==> src/rtl/store_merge_unit.sv <==
// store_merge_unit: narrowing store engine for word-organised memory.
// Byte and halfword stores use read-modify-write. Word stores write directly.
// Misaligned or reserved-size requests finish with misaligned=1 and never
// touch memory.
// Every output is decoded from registered state only, so inputs never reach
// an output combinationally.
module store_merge_unit #(
    parameter int ADDR_WIDTH = 32,
    parameter int DATA_WIDTH = 32
) (
    input  logic                  clk,
    input  logic                  rst,
    input  logic                  start,
    input  logic [ADDR_WIDTH-1:0] addr,
    input  logic [DATA_WIDTH-1:0] wdata,
    input  logic [1:0]            size,
    input  logic [DATA_WIDTH-1:0] mem_rdata,
    output logic [ADDR_WIDTH-1:0] mem_addr,
    output logic                  mem_re,
    output logic                  mem_we,
    output logic [DATA_WIDTH-1:0] mem_wdata,
    output logic                  busy,
    output logic                  done,
    output logic                  misaligned
);

    typedef enum logic [2:0] {
        IDLE = 3'd0,
        RD   = 3'd1,
        MG   = 3'd2,
        WR   = 3'd3,
        FIN  = 3'd4
    } state_t;

    state_t                state;
    state_t                state_next;
    logic [ADDR_WIDTH-1:0] addr_q;
    logic [15:0]           lane_data_q;
    logic [1:0]            size_q;
    logic                  mis_q;
    logic [DATA_WIDTH-1:0] data_q;
    logic [DATA_WIDTH-1:0] merged;
    logic                  req_mis;

    // Classify the incoming request as misaligned (reserved size counts too).
    always_comb begin
        req_mis = 1'b0;
        case (size)
            2'b00:   req_mis = 1'b0;
            2'b01:   req_mis = addr[0];
            2'b10:   req_mis = (addr[1:0] != 2'b00);
            default: req_mis = 1'b1;
        endcase
    end

    // Overlay the latched narrow data onto the word read back from memory.
    always_comb begin
        merged = mem_rdata;
        if (size_q == 2'b00) begin
            case (addr_q[1:0])
                2'd0:    merged[7:0]   = lane_data_q[7:0];
                2'd1:    merged[15:8]  = lane_data_q[7:0];
                2'd2:    merged[23:16] = lane_data_q[7:0];
                default: merged[31:24] = lane_data_q[7:0];
            endcase
        end else if (addr_q[1]) begin
            merged[31:16] = lane_data_q;
        end else begin
            merged[15:0] = lane_data_q;
        end
    end

    // State register; an asynchronous reset aborts any access in flight.
    always_ff @(posedge clk or posedge rst) begin
        if (rst) begin
            state <= IDLE;
        end else begin
            state <= state_next;
        end
    end

    // Next-state logic; start is only looked at in IDLE.
    always_comb begin
        state_next = state;
        case (state)
            IDLE: begin
                if (start) begin
                    if (req_mis)            state_next = FIN;
                    else if (size == 2'b10) state_next = WR;
                    else                    state_next = RD;
                end
            end
            RD:      state_next = MG;
            MG:      state_next = WR;
            WR:      state_next = FIN;
            FIN:     state_next = IDLE;
            default: state_next = IDLE;
        endcase
    end

    // Request latches and the merged write word.
    always_ff @(posedge clk or posedge rst) begin
        if (rst) begin
            addr_q      <= '0;
            lane_data_q <= '0;
            size_q      <= '0;
            mis_q       <= 1'b0;
            data_q      <= '0;
        end else begin
            case (state)
                IDLE: begin
                    if (start) begin
                        addr_q      <= addr;
                        lane_data_q <= wdata[15:0];
                        size_q      <= size;
                        mis_q       <= req_mis;
                        if (size == 2'b10) data_q <= wdata;
                    end
                end
                MG:      data_q <= merged;
                default: ;
            endcase
        end
    end

    assign busy       = (state != IDLE);
    assign mem_re     = (state == RD);
    assign mem_we     = (state == WR);
    assign done       = (state == FIN);
    assign misaligned = (state == FIN) && mis_q;
    assign mem_addr   = busy ? {addr_q[ADDR_WIDTH-1:2], 2'b00} : '0;
    assign mem_wdata  = (state == WR) ? data_q : '0;

endmodule

==> config.mk <==
export PLATFORM = sky130hd
export DESIGN_NAME = store_merge_unit
export DESIGN_NICKNAME = d
export VERILOG_FILES = /design/src/rtl/store_merge_unit.sv
export SDC_FILE = /design/constraint.sdc
export NUM_CORES = 1
export LEC_CHECK = 0
export ABC_AREA = 1
export CORE_MARGIN = 10
export CORE_UTILIZATION = 47
export CTS_BUF_LIST = sky130_fd_sc_hd__clkbuf_2
export DETAILED_ROUTE_END_ITERATION = 7
export GPL_ROUTABILITY_DRIVEN = 0
export HOLD_SLACK_MARGIN = 0.15
export PLACE_DENSITY = 0.86
export SLEW_MARGIN = 20
export SYNTH_ARGS = -nofsm -noshare
export SYNTH_HDL_FRONTEND = slang
export SYNTH_SLANG_ARGS = --single-unit
==> constraint.sdc <==
create_clock -name clk -period 5.28 [get_ports clk]
set_input_delay 1.056 -clock clk [delete_from_list [all_inputs] [get_ports clk]]
set_output_delay 1.056 -clock clk [all_outputs]
set_load 0.05 [all_outputs]
Yosys cells after proc, flatten, opt, wreduce, memory -nomap -nowiden --
Index checks and enable logic that the tools add are counted.
Operators by class: eq/ne operators 10, mux-type cells 17, reduce and logical (&&, ||, !) cells 11
Operators by type and width (count):
- two-way mux 32 bit | 5
- one-hot mux 32 bit (2 select lines) | 1
- two-way mux 16 bit | 2
- two-way mux 8 bit | 4
- one-hot mux 3 bit (4 select lines) | 1
- == test 3 x 2 -> 1 bit, second input constant | 2
- zero test 2 bit | 3
- two-way mux 3 bit | 2
- == test 2 x 1 -> 1 bit, second input constant | 2
- == test 2 bit, second input constant | 2
- inequality test 2 bit, second input constant | 2
- nonzero test 2 bit | 2
- == test 3 x 1 -> 1 bit, second input constant | 1
- == test 3 bit, second input constant | 1
- zero test 3 bit | 1
- one-hot mux 1 bit (3 select lines) | 1
- AND reduction 3 bit | 1
- nonzero test 3 bit | 1
- OR reduction 3 bit | 1
- two-way mux 2 bit | 1
- AND reduction 2 bit | 1
- logical AND 1 bit | 1
Storage, ports and cells: bits in registers 86, output and inout port bits 69, logic and storage cells 44

Depth between registers and ports, before layout --
depth after elaboration 5, gate-level depth with buffers 9, mapped depth without buffers 7

Worst setup path before layout --
No wires, ideal clock.
path kind register -> output, start point register state[0], end point output mem_addr[10], arrival 1.891 ns, path slack 2.333 ns, cell stages (with the launch flop) 6, buffers on the path 1, cell sequence dfrtp_1 nor2_4 nand2_1 inv_1 buf_2 nor2_1
On the way: word-level cells in the longest chain between the ends 2
Ends and longest elaborated chain:
- from (decl) | RTL line 35 | state_t state;
- from (signal assigned) | RTL line 78 | state <= state_next;
- nonzero test 3 bit | RTL line 126 | assign busy = (state != IDLE);
- via busy | RTL line 22 | output logic busy,
- two-way mux 32 bit | RTL line 131 | assign mem_addr = busy ? {addr_q[ADDR_WIDTH-1:2], 2'b00} : '0;
- to (decl) | RTL line 18 | output logic [ADDR_WIDTH-1:0] mem_addr,
The timed path passes the listed nets, and every way through them passes these cells.

Worst setup path after layout --
start point register state[1], end point output mem_addr[5]
On the way: word-level cells in the longest chain between the ends 2
Ends and longest elaborated chain (RTL line):
- nonzero test 3 bit | 126
- two-way mux 32 bit | 131
No other way between the ends.

==> reports/results.ini <==
[global_routing]
top_usage_layer = met2
grt_use_total_pct = 20.21
gr-usage-met2_pct = 30.53
met1_usage_pct = 25.37
met3_usage_pct = 7.299
first_global_vias = 5454
grt_max_degree = 77
antenna_found_initial = 1
grt_pass1_wl_um = 27080
grt-ovfl-total = 0

[routing]
post-route-drc-count = 0
wire_per_inst_um = 14.88
firstDrtPassIters = 5
vias = 5561
vias_per_cell = 5.097
drtIter0Drc = 432
wirelength_um = 16240
ant_nets = 0

[timing]
period_share_pct = 74.42
post-route-min-period_ns = 3.929
slew_viol_final = 0
holdWs_ns = 0.5416
hold_viol = 0
skew_ns = 0.04309
rsz0062_at_grt = false
setup_viol = 0
fmax_mhz = 254.5
tightest_slew_ns = 0.9876
finalSetupTns_ns = 0
slew_headroom_pct = 34.09

[clock_network]
cts_setup_buffers = 0
htree_levels = 3
cts_root_buf = clkbuf_2
cts_max_path_buffers = 2
cts_buffers = 9
clkSlewWorstSetupHoldPaths_ns = 0.21
cts_tree = yes
clk_latency_ns = 0.55
cts_resized = 0
ctsHoldBuffers = 0
cts_sinks = 86

[setup_path]
cp-start-kind = flop
critPathCaptureType = output pin
crit_path_max_incr_delay_ns = 0.75
crit_arrival_ns = 2.87
worstSetupPathType = flop to output pin
crit_path_top_delay_cell = clkdlybuf4s50_1
critPathBufInv = 2
worstPathMaxFanout = 32
worstPathRequired_ns = 4.22
critical-path-top-delay-family = buffers and inverters
worstPathCellList = nor2_4 -> nand2_1 -> inv_1 -> nor2_1 -> clkdlybuf4s50_1

[floorplan]
die_w_um = 125.9
start_util_pct = 48.23
die_h_um = 125.9
core_area_mm2 = 0.01094
fp.dieArea_mm2 = 0.01586
rows = 38
io_pins = 170

[yosys]
synth-seq-area-share_pct = 40.81
synth.distinct_cells = 22
synth_area_per_cell_um2 = 6.495
ys_ff_latch = 86
netlist_area_mm2 = 0.005274
syn_inst = 812
ys_warn_count = 0

[cells_and_area]
final_util_pct = 64.43
fin_cells = 1091
fin_nets = 1046
fillerInstances = 988
final_cell_mix = nand2_1, nand3_1, clkdlybuf4s50_1
syn_to_final_growth_pct = 33.59
mostFrequentLayoutCell = nand2_1
drive_above_1_share_pct = 3.474

[outcome]
status = finished, final reports clean

[run]
maxCapViolCount = 0

[power]
powerDensity_mw_per_mm2 = 571.7
irDropWorstVdd_mv = 0.4217
p_leak_uw = 0.003488

[place]
dp_cells = 1074
dp_hpwl_um = 11580
port_buffers = 167

[min_path]
hold_path_class = flop to flop

-- power breakdown --
part | internal [uW] | leakage, uW | total (uW) | switching (uW)
sequential | 969 | 0.00107 | 1210 | 243
combinational | 785 | 0.00234 | 2420 | 1640
clock | 158 | 0.0000800 | 393 | 235
-- final timing paths --
check	from	end	slack (ns)	depth (start not counted)
max in group asynchronous	rst	addr_q[27]$_DFFE_PP0P_	3.32	3
min	addr_q[5]$_DFFE_PP0P_	addr_q[5]$_DFFE_PP0P_	0.54	2
min in group asynchronous	rst	data_q[3]$_DFFE_PP0P_	0.95	2
min reg2reg	addr_q[5]$_DFFE_PP0P_	addr_q[5]$_DFFE_PP0P_	0.54	2
max reg2reg	addr_q[0]$_DFFE_PP0P_	data_q[7]$_DFFE_PP0P_	3.11	6
max	state[1]$_DFFE_PP0P_	mem_addr[5]	1.35	5
-- worst min-delay path, delay by kind of cell (launching register included) --
family          cells  cell delay [ns]
flops               1             0.41
compound gates      1             0.06
buf+inv             1             0.07
-- cells by family after synthesis --
| logic type | Yosys count | synth area share [%] |
|---|---|---|
| AO/OA/AOI/OAI | 38 | 3.606 |
| AND/OR/NAND/NOR | 525 | 42.63 |
| buffers and inverters | 162 | 12.88 |
| other | 1 | 0.07111 |
| flip-flops | 86 | 40.81 |
-- state kept, by name, summed over array words and instances, names as in the netlist --
signal and count:
addr_q 32, data_q 32, lane_data_q 16, state 3
size_q 2, mis_q 1
-- cell type report --
cell class	instances	area, um^2	share of cell area, %
antenna	1	2.502	0.03552
clock buffer	10	50.05	0.7104
clock inverter	6	85.08	1.208
inverter	110	415.4	5.896
multi-input combinational	565	2449	34.75
sequential	86	2152	30.55
tap	140	175.2	2.486
timing repair buffer	173	1717	24.37
-- synthesized netlist by cell type, drive strengths merged --
cell type	n	area, um^2
nor2	72	287.8
inv	108	405.4
o21ai	36	180.2
nand3	189	958.4
clkbuf	19	71.32
a21oi	2	10.01
buf	33	195.2
nand2	260	978.4
nand4	2	12.51
nor3	1	5.000
clkinv	2	7.510
dfrtp	86	2152
and3	1	6.260
conb	1	3.750
-- per-stage QoR --
stage	instance area [um^2]	total power (uW)	setup slack (ns)
finish	7046	4028	1.351
global route	7046	4374	1.098
floorplan	5278	2974	2.002
global placement	6907	3586	2.069
detailed placement	6907	3642	1.941
CTS	7042	4037	1.288
-- routing by layer --
| metal | routed length, um | vias to the layer above |
|---|---|---|
| li1 | - | 2793 |
| met1 | 6942 | 2480 |
| met2 | 7097 | 260 |
| met3 | 1760 | 28 |
| met4 | 436 | 0 |
| met5 | 0 | - |
(Power assumes the default switching activity.)
